### config.mk
export PLATFORM = sky130hd
export DESIGN_NAME = mole_scoreboard
export DESIGN_NICKNAME = d
export VERILOG_FILES = /design/src/rtl/mole_scoreboard.sv
export SDC_FILE = /design/constraint.sdc
export NUM_CORES = 1
export LEC_CHECK = 0
export CAP_MARGIN = 20
export CORE_AREA = 2 2 79 81
export CTS_CLUSTER_DIAMETER = 100
export DETAILED_ROUTE_END_ITERATION = 8
export DIE_AREA = 0 0 81 83
export PLACE_DENSITY_LB_ADDON = 0.3
export REMOVE_ABC_BUFFERS = 1
export SYNTH_ARGS = -nofsm -noshare
export SYNTH_HDL_FRONTEND = slang
export SYNTH_SLANG_ARGS = --single-unit
### constraint.sdc
create_clock -name clk -period 11.6 [get_ports clk]
set_input_delay 3.48 -clock clk [delete_from_list [all_inputs] [get_ports clk]]
set_output_delay 3.48 -clock clk [all_outputs]
set_load 0.01 [all_outputs]
### src/rtl/mole_scoreboard.sv
// mole_scoreboard: whack-a-mole scoring FSM counting switch rising edges against live moles.
module mole_scoreboard #(
  parameter int N_HOLES   = 18,
  parameter int SCORE_W   = 5,
  parameter int MISS_W    = 2,
  parameter int MAX_SCORE = 20,
  parameter int MAX_MISS  = 3
) (
  input  logic               clk,
  input  logic               rst,
  input  logic               start,
  input  logic [N_HOLES-1:0] SW,
  input  logic [N_HOLES-1:0] mole_on,
  output logic [SCORE_W-1:0] score,
  output logic [MISS_W-1:0]  miss,
  output logic [SCORE_W-1:0] streak,
  output logic [N_HOLES-1:0] whack,
  output logic               playing,
  output logic               end_game,
  output logic               win
);
  localparam int CW = $clog2(N_HOLES + 1);
  localparam int WW = (SCORE_W > MISS_W ? SCORE_W : MISS_W) + CW + 1;
  typedef enum logic [1:0] {IDLE, PLAY, OVER} state_t;
  state_t state_q, state_d;
  logic [N_HOLES-1:0] sw_q, press, hits, misses, whack_q, whack_d;
  logic [CW-1:0] hit_cnt, miss_cnt;
  logic [WW-1:0] score_sum, miss_sum, streak_sum;
  logic [SCORE_W-1:0] score_q, score_d, score_nx, streak_q, streak_d, streak_nx;
  logic [MISS_W-1:0] miss_q, miss_d, miss_nx;
  logic win_q, win_d, game_end, score_hit;
  always_comb begin
    press = SW & ~sw_q;
    hits = press & mole_on;
    misses = press & ~mole_on;
    hit_cnt = '0;
    miss_cnt = '0;
    for (int i = 0; i < N_HOLES; i++) begin
      hit_cnt = hit_cnt + CW'(hits[i]);
      miss_cnt = miss_cnt + CW'(misses[i]);
    end
  end
  // sums are widened so saturation compares before any wrap can occur
  always_comb begin
    score_sum = WW'(score_q) + WW'(hit_cnt);
    miss_sum = WW'(miss_q) + WW'(miss_cnt);
    streak_sum = WW'(streak_q) + WW'(hit_cnt);
    score_nx = score_sum >= WW'(MAX_SCORE) ? SCORE_W'(MAX_SCORE) : SCORE_W'(score_sum);
    miss_nx = miss_sum >= WW'(MAX_MISS) ? MISS_W'(MAX_MISS) : MISS_W'(miss_sum);
    streak_nx = |miss_cnt ? '0 : streak_sum >= WW'(2 ** SCORE_W - 1) ? '1 : SCORE_W'(streak_sum);
    score_hit = score_nx >= SCORE_W'(MAX_SCORE);
    game_end = score_hit || miss_nx >= MISS_W'(MAX_MISS);
  end
  always_comb begin
    state_d = state_q == PLAY ? (game_end ? OVER : PLAY) : (start ? PLAY : state_q);
  end
  always_comb begin
    score_d = score_q;
    miss_d = miss_q;
    streak_d = streak_q;
    win_d = win_q;
    whack_d = state_q == PLAY ? hits : '0;
    if (state_q == PLAY) begin
      score_d = score_nx;
      miss_d = miss_nx;
      streak_d = streak_nx;
      win_d = game_end & score_hit;
    end else if (start) begin
      score_d = '0;
      miss_d = '0;
      streak_d = '0;
      win_d = 1'b0;
    end
  end
  always_ff @(posedge clk) begin
    sw_q <= SW;
    if (rst) begin
      state_q <= IDLE;
      score_q <= '0;
      miss_q <= '0;
      streak_q <= '0;
      win_q <= 1'b0;
      whack_q <= '0;
    end else begin
      state_q <= state_d;
      score_q <= score_d;
      miss_q <= miss_d;
      streak_q <= streak_d;
      win_q <= win_d;
      whack_q <= whack_d;
    end
  end
  always_comb begin
    playing = state_q == PLAY;
    end_game = state_q == OVER;
    score = score_q;
    miss = miss_q;
    streak = streak_q;
    whack = whack_q;
    win = win_q;
  end
endmodule
Yosys cells after proc, flatten, opt, wreduce, memory -nomap -nowiden
Index checks and enable logic that the tools add are counted.
{"block": "classes", "n_reduce_logical": 4, "muxes": 14, "n_eq_ne": 2, "add_sub_neg": 37, "n_bitwise": 7, "n_lt_le_gt_ge": 5}
{"cell": "5-bit by 1-bit adder with 5-bit output", "count": 26}
{"cell": "18-bit AND", "count": 3}
{"cell": "18-bit NOT", "count": 2}
{"cell": "5-bit 2-to-1 mux", "count": 6}
{"cell": "5-bit by 5-bit adder with 6-bit output", "count": 2}
{"cell": "6-bit by 5-bit >= comparator with 1-bit output (second input constant)", "count": 2}
{"cell": "2-bit 2-to-1 mux", "count": 6}
{"cell": "4-bit by 1-bit adder with 5-bit output", "count": 2}
{"cell": "3-bit by 1-bit adder with 4-bit output", "count": 2}
{"cell": "2-bit by 1-bit adder with 3-bit output", "count": 2}
{"cell": "2-bit by 5-bit adder with 6-bit output", "count": 1}
{"cell": "6-bit by 2-bit >= comparator with 1-bit output (second input constant)", "count": 1}
{"cell": "5-bit >= comparator (second input constant)", "count": 1}
{"cell": "5-bit OR reduction", "count": 1}
{"cell": "1-bit by 1-bit adder with 2-bit output", "count": 2}
{"cell": "2-bit by 1-bit == test with 1-bit output (second input constant)", "count": 1}
{"cell": "2-bit == test (second input constant)", "count": 1}
{"cell": "2-bit >= comparator (second input constant)", "count": 1}
{"cell": "1-bit 2-to-1 mux", "count": 2}
{"cell": "2-bit nonzero test", "count": 1}
{"cell": "2-bit OR reduction", "count": 1}
{"cell": "1-bit AND", "count": 1}
{"cell": "1-bit logical OR", "count": 1}
{"cell": "1-bit NOT", "count": 1}
{"block": "word_totals", "register_bits": 51, "input_bits": 39, "wordCells": 76, "output_inout_bits": 33}

Logic depth before layout (Yosys ltp)
{"block": "logic_depth", "depth_word": 27, "depth_mapped": 21}

Least setup slack after synthesis
Ideal clock, no wire load.
{"block": "synth_timing", "path_kind": "input to register", "start": "input mole_on[0]", "end": "register score_q[0] (netlist: score[0])", "t_required_ns": 11.483, "path_slack_ns": 2.929, "setup_ns": 0.117, "arrival_ns": 8.553, "cell_stages": 19, "path_buffers": 1, "cell_sequence": "and3b_1 -> fa_1 -> inv_1 -> fa_1 -> fa_1 -> fa_1 -> fa_1 -> inv_1 -> ha_1 -> inv_1 -> fa_1 -> xnor2_1 -> ha_1 -> a21oi_2 -> nand2_2 -> or4b_4 -> and3_1 -> buf_6 -> a32o_1"}
{"block": "synth_between", "elab_chain_len": 22}
{"item": "from (decl)", "line": "13", "rtl": "input logic [N_HOLES-1:0] mole_on,"}
{"item": "18-bit AND (*)", "line": "34", "rtl": "hits = press & mole_on;"}
{"item": "1-bit by 1-bit adder with 2-bit output (*)", "line": "39", "rtl": "hit_cnt = hit_cnt + CW'(hits[i]);"}
{"item": "2-bit by 1-bit adder with 3-bit output (*)", "line": "39"}
{"item": "3-bit by 1-bit adder with 4-bit output (*)", "line": "39"}
{"item": "4-bit by 1-bit adder with 5-bit output (*)", "line": "39"}
{"item": "5-bit by 1-bit adder with 5-bit output (*) (13 in a row)", "line": "39"}
{"item": "5-bit by 5-bit adder with 6-bit output (*)", "line": "45", "rtl": "score_sum = WW'(score_q) + WW'(hit_cnt);"}
{"item": "6-bit by 5-bit >= comparator with 1-bit output", "line": "48", "rtl": "score_nx = score_sum >= WW'(MAX_SCORE) ? SCORE_W'(MAX_SCORE) : SCORE_W'(score_sum);"}
{"item": "5-bit 2-to-1 mux (*)", "line": "48"}
{"item": "5-bit 2-to-1 mux (*)", "line": "63", "rtl": "if (state_q == PLAY) begin"}
{"item": "to (signal assigned)", "line": "86", "rtl": "score_q <= score_d;"}
{"item": "to (decl)", "line": "29", "rtl": "logic [SCORE_W-1:0] score_q, score_d, score_nx, streak_q, streak_d, streak_nx;"}
Mark *: on every way between the ends. The rest lies on a longest branch, timed or not.
A chain may end at the register's enable or synchronous reset.

Worst setup path after layout
{"block": "layout_timing", "start": "input mole_on[0]", "end": "register score_q[0] (netlist: score[0])"}
{"block": "layout_between", "elab_chain_len": 22}
{"item": "18-bit AND (*)", "line": "34"}
{"item": "named net hits[0]", "line": "26", "rtl": "logic [N_HOLES-1:0] sw_q, press, hits, misses, whack_q, whack_d;"}
{"item": "1-bit by 1-bit adder with 2-bit output (*)", "line": "39"}
{"item": "2-bit by 1-bit adder with 3-bit output (*)", "line": "39"}
{"item": "3-bit by 1-bit adder with 4-bit output (*)", "line": "39"}
{"item": "4-bit by 1-bit adder with 5-bit output (*)", "line": "39"}
{"item": "5-bit by 1-bit adder with 5-bit output (*) (13 in a row)", "line": "39"}
{"item": "5-bit by 5-bit adder with 6-bit output (*)", "line": "45"}
{"item": "6-bit by 5-bit >= comparator with 1-bit output", "line": "48"}
{"item": "5-bit 2-to-1 mux (*)", "line": "48"}
{"item": "5-bit 2-to-1 mux (*)", "line": "63"}
Mark *: on every way through the listed nets, which the timed path passes. The rest lies on a longest branch.

==> results by group <==
Placed design
  • Cell Area, Placed: 0.00388 mm2
  • Routability congestion estimate: 0.900
  • Total of buffers placed on input and output ports: 71
  • Sum of net half-perimeters after detailed placement: 5180 um
  • Worst setup slack after placement: 2.28 ns

Clock network
  • Clock slew at reported path FFs: 0.09 ns
  • Post-cts resize count: 0
  • Setup bufs post-CTS: 0
  • TritonCTS clock tree: built
  • Number of buffers created by CTS: 5
  • # H-tree levels: 2
  • Worst skew pair latency: 0.31 ns
  • Number of hold buffers added after CTS: 0
  • Number of sinks handled by clock tree synthesis: 51
  • Buffers from clock root to sink, at most: 2
  • Root buf cell: clkbuf_8

Timing
  • Final critical-path required period: 8.97 ns
  • Final worst slack: 2.63 ns
  • Final hold violations: 0
  • Count of pins over their slew limit: 0
  • Max transition margin: 62.5%
  • RSZ-0062 raised after global routing: false
  • Measured slew at the worst slew-check pin: 0.560 ns
  • Total of endpoints with negative setup slack in the final report: 0
  • Clock skew: 0.00809 ns
  • Fraction of the cycle the final worst path needs: 77.3%
  • Total Neg Setup Slack: 0 ns
  • Final hold slack: 0.469 ns
  • Highest Clock Rate: 111 MHz

Worst setup path
  • Worst-path maximum fanout: 7
  • Type of origin of the critical path: input port
  • Reg2Reg Depth: 18
  • R2r startpoint: sw_q[0]
  • Kind of end point of the critical path: register
  • Arrival @ worst endpoint: 9.18 ns
  • Beginning of the critical path: mole_on[0]
  • Worst Setup Path Type: in -> reg
  • Data required time at the worst endpoint: 11.81 ns

Cells and area
  • Cell area after layout: 0.00400 mm2
  • Layout Nets: 463
  • Post-synthesis to final-layout area growth: 29.4%
  • Number of diodes added for antenna fixing: 0
  • Share of layout cells above drive strength 1: 5.43%

Run
  • Count of maximum capacitance violations: 0

Floorplanning
  • Row count: 28
  • Vertical die dimension: 83 um
  • Std-Cell Core Area: 0.00582 mm2
  • Full die area: 0.00672 mm2
  • Initial Util: 53.1%
  • I/O Pins: 72
  • Die Wd: 81 um

Logic synthesis
  • Avg Inst Size Synth: 10.6 um2
  • Cell accounting for the most synthesized area: dfxtp_1
  • Fraction of the yosys area taken by sequential cells: 33.1%
  • Number of instances in the synthesized netlist: 292
  • Ranking of synthesized cells by area: dfxtp_1 33%, fa_1 18%, ha_1 12%, inv_1 3.9%, and3b_1 3.7%
  • Count of flip-flops with a built-in enable after synthesis: 0
  • Count of unique library cells instantiated by Yosys: 44
  • Async set-or-reset flop fraction in the synthesized netlist: 0%
  • Cell with the most instances after synthesis: dfxtp_1
  • Mapped cell area: 0.00309 mm2
  • Most instantiated flip-flop cell in the synthesis netlist: dfxtp_1
  • Number of synthesized register bits: 51
  • Top cells by instance count after synthesis: 51 x dfxtp_1, 32 x inv_1, 29 x ha_1
  • Yosys Warn Count: 0
  • Fraction of synthesized cell area taken by the top area cell type: 33.1%

Route
  • Max layer used: met4
  • Final routed wirelength across all metal layers: 6410 um
  • Detailed-route DRC error count: 0
  • Vias post-DR: 2298
  • Antenna-violating nets left: 0
  • Met2 wirelength from detailed routing: 3270 um
  • Post-detailed-route wirelength per cell: 14.5 um
  • Met1 wire length: 2860 um
  • Routed wl met3: 229 um
  • Violation count after the first detailed-routing iteration: 52
  • TritonRoute pass-1 iters: 4
  • Vias per cell: 5.19

GRT
  • Total GRT Usage: 20.5%
  • Overall overflow remaining after global route: 0
  • Pin count of the biggest net entering global routing: 18
  • Antenna violations before repair: 0
  • Wire length of the first global-routing pass: 10900 um
  • Number of global-route vias before repair: 2372

Outcome
  • Result of the run: finished, final reports clean

Power and ir drop
  • Peak supply drop: 0.0862 mV
  • Leakage power: 1.81 nW
  • PwrDens: 142 mW/mm2

Worst hold path
  • Start point of the worst hold path: win
  • Worst hold path class: reg -> reg
  • Cells on Worst Hold Path: 2
==> worst max-delay path: stages <==
cell and delay (ns):
clkdlybuf4s50_1 0.41, and3b_1 0.21, fa_1 0.53, inv_1 0.06
fa_1 0.54, fa_1 0.44, fa_1 0.51, fa_1 0.41
inv_1 0.06, ha_1 0.15, inv_1 0.05, fa_1 0.39
xnor2_1 0.26, ha_1 0.32, a21oi_2 0.19, nand2_2 0.09
or4b_4 0.52, and3_1 0.30, a32o_1 0.28
==> where the power goes <==
group | switching (mW) | total, mW | internal [mW]
clock network | 0.0598 | 0.123 | 0.0631
registers | 0.0109 | 0.201 | 0.190
logic | 0.126 | 0.245 | 0.119
==> stage by stage <==
stage | utilization [%] | power (mW) | std cells
after floorplan | - | 0.368 | 288
after global placement | 66.7 | 0.442 | 435
after detailed placement | 66.7 | 0.450 | 435
after CTS | 68.5 | 0.572 | 442
after global routing | 68.7 | 0.618 | 443
final | 68.7 | 0.569 | 443
==> cell type report <==
type	count	area [um2]
clock buffer	5	68.8
clock inverter	2	37.5
fill	467	1820
inverter	32	120
multi-input combinational	205	1920
sequential	51	1020
tap	75	93.8
timing repair buffer	73	729
==> placed cells by master, fill, tap and decap left out, types with 2 or more instances in the layout <==
cell,instances
nor3_1,2
nor2_1,14
and2_1,12
xnor2_1,5
or3b_2,5
nor3b_1,14
o211ai_1,3
fa_1,27
nor4_1,2
o21ai_0,8
a211oi_1,6
nor2b_1,6
a32o_1,2
clkdlybuf4s50_1,71
mux2i_1,3
nand2_1,10
or4_1,4
a21oi_1,6
and3b_1,13
ha_1,29
nand3b_1,6
dfxtp_1,51
clkbuf_8,5
inv_1,32
nand2b_1,3
a21o_1,6
xor2_1,2
==> state kept, by name (all words and copies together) (netlist names) <==
register	cells
whack	18
sw_q	18
score	5
state_q	2
miss	2
streak	5
win	1
==> path summary, 6_finish.rpt <==
path               to  slack (ns)
min reg2reg       win        0.47
min               win        0.47
max          score[0]        2.63
max reg2reg  score[0]        5.88
==> kinds of logic after synthesis <==
logic type	after synthesis	synth area share (%)
multiplexers	3	0.972
AO/OA/AOI/OAI	41	9.52
adder cells (fa/ha/maj)	56	29.3
flip-flops	51	33.1
XOR/XNOR	7	1.99
buffers and inverters	36	4.62
AND/OR/NAND/NOR	98	20.6
==> layer usage <==
metal	track usage, %	vias up
met4	3.70	0
li1	-	1149
met1	27.6	1099
met3	3.15	5
met2	34.9	45
met5	0	-
(Power assumes the default switching activity.)
